$ cat src/rtl/matrix_job_scheduler.sv
// -----------------------------------------------------------------------------
// matrix_job_scheduler
//   Queues matrix-multiply jobs from the host in a DEPTH-entry command FIFO and
//   issues them one at a time to the matrix multiply engine over a start/done
//   handshake. A per-job watchdog aborts jobs that do not finish within TIMEOUT
//   cycles. Every job produces exactly one tagged completion record.
//
// Ports
//   clk, rst             clock / asynchronous active-high reset
//   cmd_valid/ready      host job handshake; cmd_addr, cmd_mode, cmd_tag payload
//   eng_start            one-cycle start pulse to the engine
//   eng_addr, eng_mode   job parameters, stable from start until done/abort
//   eng_abort            one-cycle pulse forcing the engine back to idle
//   eng_done             engine finished the current job (single-cycle pulse)
//   cpl_valid/ready      completion handshake; cpl_tag, cpl_error payload
//   busy                 scheduler has work (FSM active or FIFO non-empty)
//   level                FIFO occupancy
// -----------------------------------------------------------------------------
module matrix_job_scheduler #(
   parameter int DEPTH   = 4,
   parameter int TAG_W   = 4,
   parameter int TIMEOUT = 1024
) (
   input  logic                     clk,
   input  logic                     rst,
   input  logic                     cmd_valid,
   output logic                     cmd_ready,
   input  logic [31:0]              cmd_addr,
   input  logic                     cmd_mode,
   input  logic [TAG_W-1:0]         cmd_tag,
   output logic                     eng_start,
   output logic [31:0]              eng_addr,
   output logic                     eng_mode,
   output logic                     eng_abort,
   input  logic                     eng_done,
   output logic                     cpl_valid,
   input  logic                     cpl_ready,
   output logic [TAG_W-1:0]         cpl_tag,
   output logic                     cpl_error,
   output logic                     busy,
   output logic [$clog2(DEPTH):0]   level
);

   localparam int PTR_W = $clog2(DEPTH);
   localparam int LVL_W = PTR_W + 1;
   // Watchdog only needs to reach TIMEOUT-1.
   localparam int WD_W  = $clog2(TIMEOUT);

   typedef struct packed {
      logic [31:0]      addr;
      logic             mode;
      logic [TAG_W-1:0] tag;
   } job_t;

   typedef enum logic [1:0] {
      S_IDLE,
      S_ISSUE,
      S_WAIT,
      S_CPL
   } state_t;

   state_t            state;
   job_t              fifo_mem [DEPTH];
   job_t              job;
   logic [PTR_W-1:0]  wr_ptr;
   logic [PTR_W-1:0]  rd_ptr;
   logic [LVL_W-1:0]  count;
   logic [WD_W-1:0]   wd;
   logic              push;
   logic              pop;

   assign cmd_ready = (count != LVL_W'(DEPTH));
   assign push      = cmd_valid && cmd_ready;
   // The FIFO is drained only when the FSM takes a new job.
   assign pop       = (state == S_IDLE) && (count != '0);
   assign level     = count;
   assign busy      = (state != S_IDLE) || (count != '0);

   // Engine and completion payload come straight from the latched job, so they
   // stay stable for the whole start..done and valid..ready windows.
   assign eng_addr  = job.addr;
   assign eng_mode  = job.mode;
   assign cpl_tag   = job.tag;

   // ---------------------------------------------------------------- FIFO
   always_ff @(posedge clk) begin
      if (push)
         fifo_mem[wr_ptr] <= '{addr: cmd_addr, mode: cmd_mode, tag: cmd_tag};
   end

   // DEPTH is a power of two, so plain pointer overflow gives the wrap.
   always_ff @(posedge clk or posedge rst) begin
      if (rst) begin
         wr_ptr <= '0;
         rd_ptr <= '0;
         count  <= '0;
      end else begin
         if (push) wr_ptr <= wr_ptr + PTR_W'(1);
         if (pop)  rd_ptr <= rd_ptr + PTR_W'(1);
         case ({push, pop})
            2'b10:   count <= count + LVL_W'(1);
            2'b01:   count <= count - LVL_W'(1);
            default: count <= count;
         endcase
      end
   end

   // ---------------------------------------------------------------- FSM
   // All handshake outputs are registered: each is set on the edge that
   // makes the decision and is visible during the following cycle.
   always_ff @(posedge clk or posedge rst) begin
      if (rst) begin
         state     <= S_IDLE;
         job       <= '0;
         wd        <= '0;
         eng_start <= 1'b0;
         eng_abort <= 1'b0;
         cpl_valid <= 1'b0;
         cpl_error <= 1'b0;
      end else begin
         eng_start <= 1'b0;
         eng_abort <= 1'b0;
         case (state)
            S_IDLE: begin
               if (pop) begin
                  job   <= fifo_mem[rd_ptr];
                  state <= S_ISSUE;
               end
            end
            S_ISSUE: begin
               eng_start <= 1'b1;
               wd        <= '0;
               state     <= S_WAIT;
            end
            S_WAIT: begin
               // A done arriving on the final watchdog cycle still counts
               // as a clean completion.
               if (eng_done) begin
                  cpl_valid <= 1'b1;
                  cpl_error <= 1'b0;
                  state     <= S_CPL;
               end else if (wd == WD_W'(TIMEOUT - 1)) begin
                  eng_abort <= 1'b1;
                  cpl_valid <= 1'b1;
                  cpl_error <= 1'b1;
                  state     <= S_CPL;
               end else begin
                  wd <= wd + WD_W'(1);
               end
            end
            S_CPL: begin
               if (cpl_ready) begin
                  cpl_valid <= 1'b0;
                  cpl_error <= 1'b0;
                  state     <= S_IDLE;
               end
            end
            default: state <= S_IDLE;
         endcase
      end
   end

endmodule

$ cat config.mk
export PLATFORM = sky130hd
export DESIGN_NAME = matrix_job_scheduler
export DESIGN_NICKNAME = d
export VERILOG_FILES = /design/src/rtl/matrix_job_scheduler.sv
export SDC_FILE = /design/constraint.sdc
export NUM_CORES = 1
export LEC_CHECK = 0
export CAP_MARGIN = 10
export CORE_UTILIZATION = 32
export DETAILED_ROUTE_END_ITERATION = 8
export HOLD_SLACK_MARGIN = 0.05
export SYNTH_ARGS = -nofsm -noshare
export SYNTH_HDL_FRONTEND = slang
export SYNTH_SLANG_ARGS = --single-unit
$ cat constraint.sdc
create_clock -name clk -period 2.2 [get_ports clk]
set_input_delay 0.44 -clock clk [delete_from_list [all_inputs] [get_ports clk]]
set_output_delay 0.44 -clock clk [all_outputs]
set_load 0.01 [all_outputs]
==> impl_metrics.yaml <==
clock_network:
  cts_root_buf: "clkbuf_16"
  clk_pin_slew_ns: 0.06
  numCtsBuffers: 23
  worstSkewPairLatency_ns: 0.49
  clockBufferDepth: 3
  cts.sink_count: 208
  cts_hold_buf: 0
  cts_tree: "built"
  h-tree-depth: 1
global_routing:
  grt_pass1_wl_um: 26000
  antenna_found_initial: 0
  globalRouteOverflowTotal: 0
  grt_use_total_pct: 13.0
  grt_pass1_vias: 4685
  grt_max_degree: 47
job:
  max_cap_violations: 0
pwr:
  power_density_nw_per_um2: 1360
  seqPwrFrac_pct: 41.8
  swShare_pct: 29.8
  p_int_uw: 9810
  switching_power_uw: 4180
  p_comb_share_pct: 31.9
  p_leak_uw: 0.00383
  vdd_drop_max_uv: 519
  clkPwrFrac_pct: 26.3
die:
  num_rows: 57
  initial_utilization_pct: 32.9
  pin_count: 88
  die_x_um: 160
  coreArea_um2: 24500
  die_h_um: 160
  dieArea_um2: 25800
finish:
  fill_cells: 2173
  multi_input_area_um2: 1990
  syn_to_final_growth_pct: 27.9
  antenna_cells: 0
  drive_gt1_share_pct: 19.0
  seqCellArea_um2: 5950
  nets: 652
  stdcell_count: 939
critical_path:
  critical_path.cell_chain: "inv_2 > ha_4 > or4b_4 > buf_6"
  worstReg2RegEnd: "level[2]"
  cp-start-kind: "flop"
  end_kind: "primary output"
  worst_ep_arrival_time_ns: 1.71
  cp_top_family: "simple AND/OR/NAND/NOR gates"
  worstSetupPathType: "reg2out"
  cp_max_fo: 2
  cpMaxStageDelayCell: "or4b_4"
  r2r_cells: 10
  slowest_delay_ns: 0.48
  required_ns: 1.76
  reg2reg_from: "level[1]"
  crit_buf_inv: 2
  reg2reg_slack_ns: 0.22
drt:
  first_pass_iters: 4
  drtIter0Drc: 291
  vias: 4359
  avgViaCountPerCell: 4.64
  drc_errors: 0
  wl_per_cell_um: 17.3
  ant_nets: 0
  routed_wirelength_um: 16200
place:
  dp.cells: 893
  portBuffers: 87
  globalplace.congestion: 0.788
  dpl.hpwl_um: 10300
yosys:
  synth_nets: 536
  synth.avg_cell_area_um2: 16.6
  synth-seq-cells: 208
  synth-edff-count: 148
  yosysUniqueCellTypes: 47
  synthFlopType: "edfxtp_1"
  syn_area_um2: 8040
  yosys_warnings: 0
  async_flop_share_pct: 28.8
  yosysSeqAreaShare_pct: 74.0
  syn_inst: 483
min_path:
  hp-class: "in2async"
sta:
  hold_ws_ns: 0.261
  slew-limit-headroom_pct: 67.6
  clock_skew_ns: 0.0110
  finalCritPeriodShare_pct: 97.8
  worstMarginPinSlew_ns: 0.485
  clock.fmax_mhz: 465
  drv_slew: 0
  setup_viol: 0
  period_minus_slack_ns: 2.15
  hold_violations: 0
run_status:
  status: "completed"
-- power groups by stage --
stage / Combinational [uW] / Clock (uW) / Sequential (uW)
floorplan: 2490 / 0 / 5890
global placement: 4390 / 0 / 5900
detailed placement: 4450 / 0 / 5960
CTS: 4550 / 3790 / 5870
global route: 4930 / 3940 / 5970
finish: 4460 / 3680 / 5850
-- through the flow --
stage / power, uW / util [%] / setup WS, ns / TNS [ns] / cell area [um^2]
after floorplan: 8390 / - / 0.0381 / 0 / 8040
after global placement: 10300 / 38.8 / 0.0292 / 0 / 9490
after detailed placement: 10400 / 38.8 / 0.0265 / 0 / 9490
after CTS: 14200 / 41.9 / -0.0109 / -0.0109 / 10300
after global routing: 14800 / 42.0 / -0.00760 / -0.00760 / 10300
final: 14000 / 42.0 / 0.0492 / 0 / 10300
-- worst max-delay path by stage --
stage                     endpoint  depth (start not counted)  slack (ns)  startpoint
after floorplan           level[2]                         11        0.04    state[0]
after global placement    level[2]                          9        0.03   cmd_valid
after detailed placement  level[2]                          9        0.03   cmd_valid
after CTS                     busy                          4       -0.01    state[0]
after global routing          busy                          4      -0.008    state[0]
final                         busy                          4        0.05    state[0]
-- per-layer routing --
layer  routed length (um)  global-route usage [%]
met2                 8120                    21.9
met4                  264                    3.42
met5                    0                       0
met3                  828                    2.58
met1                 7000                    17.1
-- layout by cell type (no fill, tap or decap), types with 3 or more instances in the layout --
cell type	instances
clkbuf_16	23
and3_2	4
xnor2_1	4
nor2b_1	4
inv_1	5
nor2_1	7
buf_4	15
dfrtp_2	3
clkdlybuf4s50_1	85
nand3_1	4
clkinv_2	6
nand2_1	125
buf_12	9
edfxtp_1	148
mux2i_1	4
clkbuf_1	4
mux4_2	37
inv_2	5
nand2b_1	5
dfrtp_1	56
o21ai_0	6
ha_1	9
-- flip-flops by register name, summed over array words and instances (netlist names), 2 cells and up --
signal    flops
state         2
cpl_tag       4
rd_ptr        2
wr_ptr        2
eng_addr     32
wd           10
level         3
fifo_mem    148
-- cell families (layout without fill, tap and decap cells) --
| group | count (synthesis) | in the layout | share of synthesized area (%) |
|---|---|---|---|
| DFF | 208 | 208 | 74.0 |
| AOI/OAI and AO/OA | 21 | 21 | 1.77 |
| muxes | 43 | 43 | 11.1 |
| buffers and inverters | 30 | 162 | 1.76 |
| and+or+nand+nor | 164 | 164 | 8.89 |
| xor gates and xnor gates | 6 | 6 | 0.654 |
| adders and majority gates | 11 | 11 | 1.81 |
-- what timing repair did --
action | 4_1_cts | 5_1_grt
gates resized for setup | 9 | 5
buffers inserted | 4 | 1
pin swaps | 0 | 0
endpoints found under the setup margin | 2 | 1
-- cell type report --
class                      count  area share (%)
clock buffer                  29            6.01
inverter                      10           0.365
clock inverter                12            1.14
sequential                   208            57.9
tap                          324            3.94
timing repair buffer         111            11.3
multi-input combinational    245            19.3
-- cells in the mapped netlist, types with 2 or more instances --
cell | number | share of area (%)
nand4b_1 | 2 | 0.22
and3_1 | 4 | 0.31
inv_1 | 9 | 0.42
nand3_1 | 4 | 0.25
nand2_1 | 125 | 5.8
buf_2 | 8 | 0.50
and4_1 | 2 | 0.22
a21oi_1 | 2 | 0.12
mux4_2 | 37 | 10
buf_6 | 2 | 0.28
or3_1 | 2 | 0.16
mux2i_1 | 4 | 0.50
clkbuf_1 | 8 | 0.37
nand2b_1 | 5 | 0.39
ha_1 | 10 | 1.6
nor2_1 | 7 | 0.33
and2_1 | 2 | 0.16
xnor2_1 | 4 | 0.44
xor2_1 | 2 | 0.22
edfxtp_1 | 148 | 55
o21ai_0 | 6 | 0.37
dfrtp_1 | 60 | 19
nor2b_1 | 4 | 0.31
o211ai_1 | 2 | 0.19
o21ai_1 | 2 | 0.12
Power figures use the tool's default switching activity.
==> edit 1 (config.mk and constraints unchanged) <==
Add an input register stage for `cmd_mode`, cleared by the reset; this delays it by one clock. The other inputs are not delayed to match.
--- a/src/rtl/matrix_job_scheduler.sv
+++ b/src/rtl/matrix_job_scheduler.sv
@@ -60,4 +60,14 @@
    } state_t;
 
+   logic cmd_mode_q;
+
+   always_ff @(posedge clk or posedge rst) begin
+      if (rst) begin
+         cmd_mode_q <= '0;
+      end else begin
+         cmd_mode_q <= cmd_mode;
+      end
+   end
+
    state_t            state;
    job_t              fifo_mem [DEPTH];
@@ -86,5 +96,5 @@
    always_ff @(posedge clk) begin
       if (push)
-         fifo_mem[wr_ptr] <= '{addr: cmd_addr, mode: cmd_mode, tag: cmd_tag};
+         fifo_mem[wr_ptr] <= '{addr: cmd_addr, mode: cmd_mode_q, tag: cmd_tag};
    end
 
Formal check against the unedited RTL: not equivalent (Yosys sat finds a counterexample within 4 cycles, from zero or initial values and one cycle with rst high).
==> edit 1 against the unedited design <==
- worst hold slack worse by 35 ps
- combinational power shrank 4%
- synthesized cell count down 1.7%
- non-clock buffer count fell by 6
- design area down 0.56%
- sequential cell count up 1
- critical path depth stayed put
- via count is 0.34% lower
- area after synthesis is essentially flat
- total power shrank 0.23%
- worst setup slack improved by 65 ps
- routed wire length decreased by 0.62%
- core utilization down 0.24 points
- maximum frequency grew 3.1%
- largest cell class unchanged
==> edit 1: results (changes against the unedited design) <==
[place]
dp_cells=883  ; -1.1%
hpwl_um=9753  ; -5.4%
post-place-ws_ps=44.26  ; +17.80 ps
place_congestion=0.7702  ; -2.3%
dpl_cell_area_um2=9434  ; -0.58%

[yosys]
synth_xor_area_frac=0.007622  ; +0.001084
synth_common_cells=148 x edfxtp_1, 123 x nand2_1, 61 x dfrtp_1
ys_async_sr_fraction=0.2919  ; +0.003404
synth-compound-area-share=0.01944  ; +0.001697
yosys.area_share.adder=0.01804  ; about the same
synth.area.top_cells=edfxtp_1 55%, dfrtp_1 19%, mux4_2 10%
ys_seq_area_frac=0.7423  ; +0.002536
synth_nets=528  ; -1.5%

[worst_setup_path]
rr_worst_depth=5  ; -5
path_max_fanout=3  ; +1
critPathTopFamily=buffers and inverters
cpMaxStageDelayCell=dfrtp_1
r2r_end=state[1]$_DFFE_PP0P_
r2r_start=wd[0]$_DFFE_PP0P_
cp.arrival_ps=1650  ; -60 ps

[pwr]
p_per_area_nw_per_um2=1365  ; +0.34%
switching_power_w=0.004171  ; -0.11%
pwr-share-comb=0.308  ; -0.011
power.leakage_nw=3.815  ; -0.26%
pwr-share-clk=0.272  ; +0.009
ir_worst_vdd_mv=0.7457  ; +44%

[cells_and_area]
drive_gt1_frac=0.1838  ; -0.006469
nNetsFinal=640  ; -1.8%
n_fill_cell=2195  ; +1.0%

[global_routing]
grt_pass1_wl_um=25860  ; -0.53%
grt_pass1_vias=4657  ; -0.60%
grt_start_max_net_pins=39  ; -17%
grt_util_all_layers=0.1297  ; -0.0002546

[drt]
vias=4344  ; -0.34%
drt_first_iter_violations=274  ; -5.8%
vias_per_cell=4.681  ; +0.84%

[status]
status=finished, final reports clean

[sta]
slew_headroom=0.6709  ; -0.005488
holdWs_ps=226.0  ; -35.11 ps

[clock_tree]
clk_latency_ps=510  ; +20 ps

==> edit 1: cell count changes after synthesis, sizes merged, moves of 3 or more <==
cell,delta
nor2,-4
nor2b,-4
o21ai,-3
clkbuf,-4
nand3,+4
==> edit 1: cell type report <==
| cell class | count | area (um2) | area share |
|---|---|---|---|
| repair buffers | 105 | 1095 | 0.1071 |
| inverters | 12 | 46.29 | 0.004528 |
| clock inverters | 15 | 170.2 | 0.01664 |
| multi-input cells | 236 | 1941 | 0.1898 |
| flip-flops and latches | 209 | 5976 | 0.5845 |
| well taps | 324 | 405.4 | 0.03965 |
| clock buffers | 27 | 590.6 | 0.05776 |
==> edit 1: what timing repair did <==
action                     CTS  global route
resized for setup            2             2
gates cloned                 0             0
setup endpoints to repair    2             3
pin swaps                    0             1
setup buffers                2             1
==> edit 1: cell families after synthesis <==
family | Yosys count
AOI/OAI and AO/OA | 20
xor gates and xnor gates | 7
adders and majority gates | 11
buffers and inverters | 30
DFF | 209
muxes | 42
and+or+nand+nor | 156
==> edit 1: worst reg2reg max path, cell delays in order, from the launching register on <==
cell,delay (ps)
dfrtp_1,430
ha_1,270
nand4_2,230
o31ai_4,370
and3_4,260
mux2_4,290
==> edit 1: worst max-delay path by stage <==
stage | endpoint | slack [ps]
floorplan | level[2]$_DFFE_PP0P_ | 40
global placement | level[2]$_DFFE_PP0P_ | 30
detailed placement | level[2]$_DFFE_PP0P_ | 40
CTS | cmd_ready | 10
global route | busy | 40
finish | busy | 110
==> edit 1: per-layer routing <==
layer,vias to the layer above,share of wire,global-route usage
li1,1987,-,-
met1,2214,0.43,0.1671
met2,116,0.50,0.2204
met3,25,0.057,0.03151
met4,2,0.013,0.03074
met5,-,0.00056,0
==> edit 2 (same settings) <==
Made on the original files. Change the parameter `TAG_W` from 4 to 6.
--- a/src/rtl/matrix_job_scheduler.sv
+++ b/src/rtl/matrix_job_scheduler.sv
@@ -19,5 +19,5 @@
 module matrix_job_scheduler #(
    parameter int DEPTH   = 4,
-   parameter int TAG_W   = 4,
+   parameter int TAG_W   = 6,
    parameter int TIMEOUT = 1024
 ) (
Interface: changed (resized cmd_tag and cpl_tag); port bits go from 88 to 92. The function was not compared with the original's and may differ.
==> edit 2 against the unedited design <==
- global-route usage increased by 0.30 points
- design area up 4.2%
- routed wire length up 5.8%
- via count grew 2.1%
- count of clock-buffer cells in the layout increased by 2
- die area rose by 4.0%
- worst setup slack improved by 50 ps
- non-clock buffer count down 6
- sequential cell count grew 10
- total power up 7.6%
- area after synthesis grew 4.1%
==> edit 2: results (changes against the unedited design) <==
[drt]
wl_met1_um=7315  ; +4.5%
wire_per_inst_um=18.00  ; +4.2%
met2WireLength_um=8608  ; +6.0%
drt_first_iter_violations=364  ; +25%
vias=4449  ; +2.1%
routed-wl-met3_um=953  ; +15%

[worst_setup_path]
cpMaxStageDelayCell=dfrtp_1
path_max_fanout=3  ; +1
cp_slowest_stage_delay_ps=400  ; -80 ps
cp.arrival_ps=1660  ; -50 ps
critPathTopFamily=buffers and inverters

[place]
dp_cells=907  ; +1.6%
post-place-ws_ps=31.94  ; +5.481 ps
place_congestion=0.7538  ; -4.4%
dpl_cell_area_um2=9797  ; +3.2%
hpwl_um=10500  ; +1.9%
portBuffers=91  ; +4.6%

[yosys]
synth.distinct_cells=44  ; -6.4%
synth_edf_count=156  ; +5.4%
ys_seq_area_frac=0.7455  ; +0.005824
synth_top_cell_area_share=0.5601  ; +0.007133
syn_avg_cell_area_um2=17.04  ; +2.4%
ys_async_sr_fraction=0.2844  ; -0.004058

[pwr]
ir_worst_vdd_mv=0.6240  ; +20%
power.leakage_nw=4.002  ; +4.6%

[global_routing]
grtUsageMet1=0.1682  ; -0.002882
grt_util_all_layers=0.1330  ; +0.003048
grt_start_max_net_pins=41  ; -13%
grt_util_met2=0.2323  ; +0.01288
use_met3=0.02793  ; +0.002107
grt_pass1_wl_um=27100  ; +4.2%

[cells_and_area]
n_fill_cell=2290  ; +5.4%
largest_reg_flops=156  ; +5.4%
nNetsFinal=659  ; +1.1%
drive_gt1_frac=0.1862  ; -0.004048
final_cells=953  ; +1.5%

[sta]
finClkSkew_ps=12.24  ; +1.266 ps
worstMarginPinSlew_ps=550.4  ; +64.91 ps

[status]
status=finished, final reports clean

[clock_tree]
cts_buffers=25  ; +8.7%

==> edit 2: where the power goes <==
group	total [W]	leakage (nW)	internal (W)	switching [W]
combinational	0.00439	1.35	0.00221	0.00218
sequential	0.00615	2.21	0.00555	0.000597
clock	0.00451	0.446	0.00287	0.00164
==> edit 2: worst reg2reg max path: cells and delay by family (launching register included) <==
kind	cells	cell delay, ps
adders and majority gates	3	770
DFF	1	400
xor gates and xnor gates	2	330
buffers and inverters	3	250
and+or+nand+nor	2	190
==> edit 2: worst paths after layout <==
kind	start	endpoint	slack [ps]	cells past startpoint
min reg2reg	cpl_tag[2]$_DFFE_PP0P_	cpl_tag[2]$_DFFE_PP0P_	470	2
min	rst	eng_addr[30]$_DFFE_PP0P_	240	2
max reg2reg	state[0]$_DFFE_PP0P_	level[2]$_DFFE_PP0P_	160	10
max in group asynchronous	rst	rd_ptr[0]$_DFFE_PP0P_	1400	3
min in group clk	cpl_tag[2]$_DFFE_PP0P_	cpl_tag[2]$_DFFE_PP0P_	470	2
max	state[0]$_DFFE_PP0P_	busy	100	4
==> edit 2: timing repair <==
action | 4_1_cts | 5_1_grt
setup endpoints to repair | 2 | 2
resized for setup | 2 | 2
endpoints found under the hold margin | 0 | 0
==> edit 2: cell families after synthesis <==
family,synth area share
AO/OA/AOI/OAI,0.01870
buffers and inverters,0.01660
flip-flops,0.7455
adder cells (fa/ha/maj),0.01735
multiplexers,0.1105
XOR/XNOR,0.006283
AND/OR/NAND/NOR,0.08497
==> edit 2: layout make-up <==
class	instances	area, um2	share of cell area
clock buffer	31	668.1	0.06238
clock inverter	15	241.5	0.02254
inverter	11	42.54	0.003972
tap	330	412.9	0.03855
sequential	218	6241	0.5826
timing repair buffer	105	1101	0.1028
multi-input combinational	243	2004	0.1871
